==> config.mk <==
export PLATFORM = sky130hd
export DESIGN_NAME = breakout_ctrl
export DESIGN_NICKNAME = d
export VERILOG_FILES = /design/src/rtl/breakout_ctrl.sv
export SDC_FILE = /design/constraint.sdc
export NUM_CORES = 1
export LEC_CHECK = 0
export CAP_MARGIN = 20
export CORE_AREA = 10 10 107 109
export CTS_CLUSTER_SIZE = 16
export DETAILED_ROUTE_END_ITERATION = 8
export DIE_AREA = 0 0 117 119
export HOLD_SLACK_MARGIN = 0.05
export PLACE_DENSITY = 0.68
export RECOVER_POWER = 25
export SYNTH_ARGS = -nofsm -noshare
export SYNTH_HDL_FRONTEND = slang
export SYNTH_SLANG_ARGS = --single-unit
export TNS_END_PERCENT = 50
==> constraint.sdc <==
create_clock -name clk -period 6.8 [get_ports clk]
set_clock_uncertainty 0.05 [all_clocks]
set_input_delay 1.36 -clock clk [delete_from_list [all_inputs] [get_ports clk]]
set_output_delay 1.36 -clock clk [all_outputs]
set_load 0.02 [all_outputs]
==> src/rtl/breakout_ctrl.sv <==
`timescale 1ns/1ps
// Breakout game sequencer: paddle/ball/lives/score state, stepped once per frame_tick.
// Keypad rising edges move the paddle or serve; ball position is registered except in IDLE.
module breakout_ctrl #(
  parameter int H_RES       = 640,
  parameter int V_RES       = 480,
  parameter int PADDLE_W    = 64,
  parameter int PADDLE_Y    = 440,
  parameter int BALL_R      = 4,
  parameter int BALL_SPEED  = 2,
  parameter int PADDLE_STEP = 16,
  parameter int LIVES       = 3
) (
  input  logic       clk,
  input  logic       rstn,
  input  logic       frame_tick,
  input  logic [4:0] key_code,
  input  logic       key_ready,
  output logic [9:0] paddle_x,
  output logic [9:0] ball_x,
  output logic [8:0] ball_y,
  output logic [1:0] lives,
  output logic [7:0] score,
  output logic [1:0] state,
  output logic       miss
);
  typedef enum logic [1:0] {IDLE = 2'd0, PLAY = 2'd1, OVER = 2'd2} state_t;

  localparam logic [9:0] PAD_MAX    = 10'(H_RES - PADDLE_W);
  localparam logic [9:0] PAD_RST    = 10'((H_RES - PADDLE_W) / 2);
  localparam logic [9:0] STEP       = 10'(PADDLE_STEP);
  localparam logic [9:0] HALF_W     = 10'(PADDLE_W / 2);
  localparam logic [8:0] REST_Y     = 9'(PADDLE_Y - BALL_R - 1);
  localparam logic [1:0] LIVES_INIT = 2'(LIVES);
  localparam logic signed [10:0] SPD    = 11'(BALL_SPEED);
  localparam logic signed [10:0] X_LO   = 11'(BALL_R);
  localparam logic signed [10:0] X_HI   = 11'(H_RES - 1 - BALL_R);
  localparam logic signed [10:0] Y_LO   = 11'(BALL_R);
  localparam logic signed [10:0] Y_HIT  = 11'(PADDLE_Y - BALL_R);
  localparam logic signed [10:0] Y_MISS = 11'(V_RES - 1 - BALL_R);
  localparam logic signed [10:0] PW1    = 11'(PADDLE_W - 1);

  state_t      st, st_n;
  logic [9:0]  pad, pad_n, bx, bx_n;
  logic [8:0]  by, by_n;
  logic        dx, dx_n, dy, dy_n;     // 1 = positive direction
  logic [1:0]  lv, lv_n;
  logic [7:0]  sc, sc_n;
  logic        miss_q, miss_n, key_q;
  logic        key_ev, go_left, go_right, go_serve;
  logic signed [10:0] nx, ny, pad_lo, pad_hi;

  assign key_ev   = key_ready & ~key_q;
  assign go_left  = key_ev && (key_code == 5'h0c);
  assign go_right = key_ev && (key_code == 5'h0e);
  assign go_serve = key_ev && (key_code == 5'h10);

  always_comb begin
    st_n   = st;
    pad_n  = pad;
    bx_n   = bx;
    by_n   = by;
    dx_n   = dx;
    dy_n   = dy;
    lv_n   = lv;
    sc_n   = sc;
    miss_n = 1'b0;
    nx     = $signed({1'b0, bx}) + (dx ? SPD : -SPD);
    ny     = $signed({2'b0, by}) + (dy ? SPD : -SPD);
    pad_lo = $signed({1'b0, pad});
    pad_hi = pad_lo + PW1;

    // Paddle check below reads the pre-move register, so moving here is safe.
    if (st != OVER) begin
      if (go_left)       pad_n = (pad < STEP) ? '0 : pad - STEP;
      else if (go_right) pad_n = (pad > PAD_MAX - STEP) ? PAD_MAX : pad + STEP;
    end

    unique case (st)
      IDLE: if (go_serve) begin
        st_n = PLAY;
        dx_n = 1'b1;
        dy_n = 1'b0;
        bx_n = pad + HALF_W;
        by_n = REST_Y;
      end
      PLAY: if (frame_tick) begin
        if (nx <= X_LO) begin
          nx   = X_LO;
          dx_n = 1'b1;
        end else if (nx >= X_HI) begin
          nx   = X_HI;
          dx_n = 1'b0;
        end
        if (ny <= Y_LO) begin
          ny   = Y_LO;
          dy_n = 1'b1;
        end
        if (dy && ny >= Y_HIT && $signed({2'b0, by}) < Y_HIT && nx >= pad_lo && nx <= pad_hi) begin
          ny   = Y_HIT;
          dy_n = 1'b0;
          if (sc != 8'hff) sc_n = sc + 8'd1;
        end
        if (ny >= Y_MISS) begin
          miss_n = 1'b1;
          lv_n   = lv - 2'd1;
          st_n   = (lv == 2'd1) ? OVER : IDLE;
        end
        bx_n = nx[9:0];
        by_n = ny[8:0];
      end
      OVER: if (go_serve) begin
        lv_n  = LIVES_INIT;
        sc_n  = '0;
        pad_n = PAD_RST;
        st_n  = IDLE;
      end
      default: st_n = IDLE;
    endcase
  end

  always_ff @(posedge clk or negedge rstn) begin
    if (!rstn) begin
      st     <= IDLE;
      pad    <= PAD_RST;
      bx     <= PAD_RST + HALF_W;
      by     <= REST_Y;
      dx     <= 1'b1;
      dy     <= 1'b0;
      lv     <= LIVES_INIT;
      sc     <= '0;
      miss_q <= 1'b0;
      key_q  <= 1'b0;
    end else begin
      st     <= st_n;
      pad    <= pad_n;
      bx     <= bx_n;
      by     <= by_n;
      dx     <= dx_n;
      dy     <= dy_n;
      lv     <= lv_n;
      sc     <= sc_n;
      miss_q <= miss_n;
      key_q  <= key_ready;
    end
  end

  // In IDLE the ball sits on the paddle, so it follows paddle_x on the same edge.
  assign paddle_x = pad;
  assign ball_x   = (st == IDLE) ? pad + HALF_W : bx;
  assign ball_y   = (st == IDLE) ? REST_Y : by;
  assign lives    = lv;
  assign score    = sc;
  assign state    = st;
  assign miss     = miss_q;
endmodule

==> flow_summary.yaml, run 1 <==
status:
  status: "complete, no violations"
finish:
  fin_cells: 704
  final_core_util_pct: 54.8
  drive_gt1_share_pct: 7.80
  multi_input_area_um2: 3180
  register_area_um2: 1140
  num-nets-final: 648
  nFillCells: 890
  areaGrowthSynthToFinish_pct: 14.7
  antenna_cells: 0
setup_path:
  worstPathMaxFanout: 10
  crit_chain: "inv_1 -> fa_1 -> a211oi_1 -> nor2_1 -> a22oi_1 -> mux2_2 -> a21oi_1 -> a31oi_1 -> or2_2 -> ha_1 -> nand2_1 -> o21ai_0 -> a31oi_1 -> a211oi_1 -> nand3_1 -> or4_1 -> a21oi_1"
  critPathKind: "flop to flop"
  worstPathRequired_ns: 6.99
  startpoint_type: "flop"
  crit_arrival_ns: 5.99
  slowest_delay_ns: 0.63
  cpMaxStageDelayCell: "dfstp_2"
  endpoint_kind: "flop"
sta:
  min_period_ns: 5.80
  fin_hold_ws_ns: 0.506
  finalCritPeriodShare_pct: 85.3
  slew_headroom_pct: 12.9
  final_hold_viol_count: 0
  tns_ns: 0
  worst_slew_pin_slew_ns: 1.31
  max_freq_mhz: 172
  slew_violations: 0
  rsz0062_at_grt: "no"
  setup_viol: 0
clock_network:
  cts-root-buf: "clkbuf_8"
  insertion_delay_ns: 0.31
  cts.path.max_buffers: 2
  path_clk_slew_ns: 0.10
  cts_tree: "done"
  cts_sinks: 45
  postCtsHoldBufs: 0
  ctsHtreeMaxLevel: 2
  cts_resized: 0
  post_cts_buffers: 0
  cts_buffers: 5
detailed_routing:
  routed_wl_um: 12700
  firstDrtPassIters: 5
  route.detailed.drc: 0
  drtAntennaViolNets: 0
  wl_per_cell_um: 18.0
  via_per_inst: 6.18
  num_vias: 4348
  drt_iter0_markers: 271
yosys:
  synth_area_um2: 4510
  postSynthAreaPerCell_um2: 8.25
  synthesis.nets: 606
  yosysMostFrequentCell: "ha_1"
  synth_top_area_share_pct: 17.7
  synthTopCellsByCount: "ha_1, nor2_1, nand2_1, dfrtp_1"
  synth_edf_count: 0
  synth-seq-area-share_pct: 25.3
  synth_cell_type_count: 69
  synth_top_flop_cell: "dfrtp_1"
  yosysWarningCount: 0
  syn_inst: 547
  synth_largest_area_cell: "dfrtp_1"
  ys_async_sr_fraction_pct: 100
  synthTopCellsByArea: "dfrtp_1, ha_1, dfstp_2"
  ys_seq_elements: 45
pwr:
  powerDensity_nw_per_um2: 224
  ir_drop_uv: 131
  cellLeakagePower_nw: 2.16
placed_design:
  portBuffers: 50
  place_hpwl_um: 9800
  dp.cells: 695
  gp_congestion: 0.901
grt:
  grt_remaining_overflow: 0
  track_usage_pct: 18.2
  grt_pass1_wl_um: 21100
  grt_max_degree: 46
  grt_pass1_vias: 4236
  antenna_found_initial: 0
floorplanning:
  core_um2: 9460
  die_w_um: 117
  start_util_pct: 47.7
  row_count: 36
  die_area_um2: 13900
  fp.dieH_um: 119
  pin_count: 51
job:
  max-cap-violations: 0
hold_path:
  hp-class: "flop to flop"
## sequential cells by signal (all words and copies together) (netlist names)
signal,count
paddle_x,10
by,9
bx,10
dy,1
lives,2
score,8
state,2
dx,1
key_q,1
miss,1
## layout by cell type, fill, tap and decap left out, drive strengths merged, types with 8 or more instances in the layout
master and count:
clkdlybuf4s50 48, o21ai 31, a211oi 8, nor2b 8, xnor2 22, and2 11
nand3 22, nand2b 12, a31oi 13, a21o 8, nand2 41, nand4 8
and3 15, dfrtp 32, nor2 43, inv 31, a21oi 31, dfstp 13
ha 48, nor3 16
## area by class of cell
cell class	instances	share of cell area (%)
tap	114	2.75
clock inverter	3	0.483
multi-input combinational	454	61.3
inverter	30	2.17
clock buffer	5	1.33
sequential	45	22.1
timing repair buffer	53	9.90
## routing by layer
layer	global-route usage, %	up-vias	part of all wire (%)	wire [µm]
met5	0	-	0	0
met4	3.25	0	1.0	127
met3	2.86	9	5.3	675
met2	30.5	135	49	6160
met1	24.2	2091	45	5720
li1	-	2113	-	-
## worst paths after layout
check	from	to	slack (ns)	cells past startpoint
worst max-delay path	dx$_DFFE_PN1P_	score[2]$_DFFE_PN0P_	1.0	17
worst min-delay path	by[8]$_DFFE_PN1P_	by[8]$_DFFE_PN1P_	0.51	2
worst max register to register	dx$_DFFE_PN1P_	score[2]$_DFFE_PN0P_	1.0	17
worst min register to register	by[8]$_DFFE_PN1P_	by[8]$_DFFE_PN1P_	0.51	2
max in group asynchronous	rstn	bx[7]$_DFFE_PN0P_	3.67	2
min in group asynchronous	rstn	paddle_x[4]$_DFF_PN0_	1.27	1
## kinds of logic (layout without fill, tap and decap cells)
group | after synthesis | in the layout | share of synthesized area, %
AO/OA/AOI/OAI | 163 | 163 | 24.9
XOR/XNOR | 27 | 27 | 5.40
adder cells (fa/ha/maj) | 50 | 50 | 14.2
buffers and inverters | 48 | 91 | 4.35
flip-flops | 45 | 45 | 25.3
multiplexers | 13 | 13 | 3.08
other | 1 | 1 | 0.0831
AND/OR/NAND/NOR | 200 | 200 | 22.7
## power by group
| group | leakage [nW] | internal, W | switching (W) |
|---|---|---|---|
| registers | 0.572 | 0.000293 | 0.0000384 |
| logic | 1.54 | 0.000268 | 0.000381 |
| clock network | 0.0447 | 0.0000745 | 0.000106 |
| total | 2.16 | 0.000635 | 0.000525 |
## metrics by stage
stage | total power, W | setup slack, ns | instance area (µm²)
final | 0.00116 | 0.998 | 5180
after CTS | 0.00116 | 1.07 | 5180
after detailed placement | 0.000973 | 1.06 | 5080
after floorplan | 0.000786 | 1.60 | 4510
after global routing | 0.00125 | 0.378 | 5180
after global placement | 0.000960 | 1.22 | 5080
## critical path, delay by kind of cell (launching register included)
| family | cells | cell delay (ns) |
|---|---|---|
| DFF | 1 | 0.63 |
| AOI/OAI and AO/OA | 8 | 2.21 |
| muxes | 1 | 0.35 |
| adders and majority gates | 2 | 0.77 |
| and+or+nand+nor | 5 | 1.52 |
| buffers and inverters | 1 | 0.21 |
Note: power is estimated with default switching activity, not from simulation.
==> run 2: changes to the inputs <==
ABC_AREA = 1   (was unset)
CORE_AREA = 10 10 106 108   (was 10 10 107 109)
DIE_AREA = 0 0 116 118   (was 0 0 117 119)
PLACE_DENSITY = 0.69   (was 0.68)
==> flow_summary.yaml, run 2 <==
hold_path:
  hp-class: "flop to flop"
  min_path_cells: 2
grt:
  grt_pass1_wl_um: 20200
  antenna_found_initial: 0
  grt_remaining_overflow: 0
  track_usage_pct: 17.7
  grt_max_degree: 46
  grt_pass1_vias: 4114
setup_path:
  worstReg2RegEnd: "score[7]$_DFFE_PN0P_"
  rrSetupSlack_ns: 1.86
  slowest_delay_ns: 0.54
  endpoint_kind: "flop"
  worstPathMaxFanout: 10
  reg2reg_depth: 30
  cpMaxStageDelayCell: "dfstp_2"
  cp_top_family: "simple AND/OR/NAND/NOR gates"
  critPathBufInv: 4
  startpoint_type: "flop"
  worstPathRequired_ns: 6.96
  path_depth: 30
  critPathKind: "flop to flop"
  r2r-start: "dx$_DFFE_PN1P_"
  worstSetupEndpoint: "score[7]$_DFFE_PN0P_"
  cp-startpoint: "dx$_DFFE_PN1P_"
  crit_arrival_ns: 5.10
yosys:
  synth_cell_type_count: 42
  synth_area_um2: 4440
  ys_async_sr_fraction_pct: 100
  postSynthAreaPerCell_um2: 6.93
  yosysWarningCount: 0
  synthTopCellsByArea: "dfrtp_1, ha_1, nand2_1"
  syn_inst: 641
  synth_top_area_share_pct: 18.0
  synth_top_flop_cell: "dfrtp_1"
  synthesis.nets: 700
  yosysMostFrequentCell: "nand2_1"
  synth_edf_count: 0
  synthTopCellsByCount: "nand2_1, inv_1, nor2_1, ha_1, o21ai_0"
  ys_seq_elements: 45
  synth-seq-area-share_pct: 25.7
  synth_largest_area_cell: "dfrtp_1"
floorplanning:
  die_w_um: 116
  row_count: 35
  die_area_um2: 13700
  start_util_pct: 48.8
  core_um2: 9110
  fp.dieH_um: 118
  pin_count: 51
clock_network:
  cts.path.max_buffers: 2
  ctsHtreeMaxLevel: 2
  path_clk_slew_ns: 0.10
  cts_buffers: 5
  postCtsHoldBufs: 0
  cts_tree: "done"
  post_cts_buffers: 0
  cts-root-buf: "clkbuf_8"
  insertion_delay_ns: 0.31
  cts_sinks: 45
  cts_resized: 0
sta:
  tns_ns: 0
  slew_headroom_pct: 13.5
  min_period_ns: 4.94
  slew_violations: 0
  max_freq_mhz: 202
  final_hold_viol_count: 0
  worst_slew_pin_slew_ns: 1.30
  setup_viol: 0
  finalCritPeriodShare_pct: 72.6
  rsz0062_at_grt: "no"
finish:
  final_cell_mix: "nand2_1, inv_1, nor2_1"
  final_core_util_pct: 56.6
  num-nets-final: 752
  fin_cells: 805
  drive_gt1_share_pct: 7.64
  final_common_cell: "nand2_1"
  areaGrowthSynthToFinish_pct: 16.1
  antenna_cells: 0
detailed_routing:
  route.detailed.drc: 0
  drtAntennaViolNets: 0
  firstDrtPassIters: 5
  wl_per_cell_um: 15.2
  via_per_inst: 5.46
  drt_iter0_markers: 273
  num_vias: 4395
  routed_wl_um: 12200
placed_design:
  dp.cells: 796
  place_hpwl_um: 9820
  gp_congestion: 0.938
  portBuffers: 50
job:
  max-cap-violations: 0
status:
  status: "complete, no violations"
[run 2: cell count changes after synthesis, sizes merged, moves of 11 or more]
cell	previous run	this run
a21oi	31	42
and2	11	0
nor2	43	61
inv	30	114
nand2	41	143
xor2	5	19
nand2b	12	0
nand3	22	34
and3	15	0
o21ai	31	48
xnor2	22	3
[run 2: worst reg2reg max path: cells and delay by family, from the launching register on]
family	cells	cell delay [ns]
AO/OA/AOI/OAI	9	1.36
XOR/XNOR	1	0.19
adder cells (fa/ha/maj)	2	0.72
buffers and inverters	4	0.58
flip-flops	1	0.54
AND/OR/NAND/NOR	14	1.38
[run 2: cell families (layout without fill, tap and decap cells)]
| kind of cell | count (synthesis) | in the layout | synth area share, % |
|---|---|---|---|
| other cells | 1 | 1 | 0.0844 |
| flops | 45 | 45 | 25.7 |
| buf+inv | 124 | 177 | 10.5 |
| xor+xnor | 22 | 22 | 4.34 |
| simple gates | 271 | 271 | 28.3 |
| fa+ha+maj | 50 | 50 | 14.4 |
| compound gates | 128 | 128 | 16.6 |
[run 2: layout make-up]
class                      count  area (µm²)
multi-input combinational    472        2830
tap                          111         139
timing repair buffer          52         505
sequential                    45        1140
fill                         877        3950
clock inverter                 3        28.8
clock buffer                   5        68.8
inverter                     117         439
[run 2: worst min-delay path by stage]
stage                           endpoint            startpoint  slack, ns
CTS                 lives[1]$_DFFE_PN1P_  lives[1]$_DFFE_PN1P_       0.45
floorplan                 dx$_DFFE_PN1P_        dx$_DFFE_PN1P_       0.42
finish              lives[1]$_DFFE_PN1P_  lives[1]$_DFFE_PN1P_       0.45
global route        lives[1]$_DFFE_PN1P_  lives[1]$_DFFE_PN1P_       0.46
global placement    lives[1]$_DFFE_PN1P_  lives[1]$_DFFE_PN1P_       0.42
detailed placement  lives[1]$_DFFE_PN1P_  lives[1]$_DFFE_PN1P_       0.44
[run 2: per-stage QoR]
step	instance area (µm²)	setup slack (ns)	hold slack, ns
2_1_floorplan	4440	2.62	0.424
3_3_place_gp	5060	2.10	0.416
3_5_place_dp	5060	1.97	0.436
4_1_cts	5150	1.93	0.453
5_1_grt	5160	1.34	0.464
6_report	5160	1.86	0.446
[run 2: layer usage]
metal  up-vias  global-route usage [%]  share of wire, %
met5         -                       0                 0
met4         0                    4.62               2.0
met3        23                    3.01               5.4
met2       132                    27.5                45
met1      2023                    24.5                48
li1       2217                       -                 -
Power of run 2 is not shown: default switching activity piles up to over one toggle a cycle in this logic, so the estimate is an artifact.
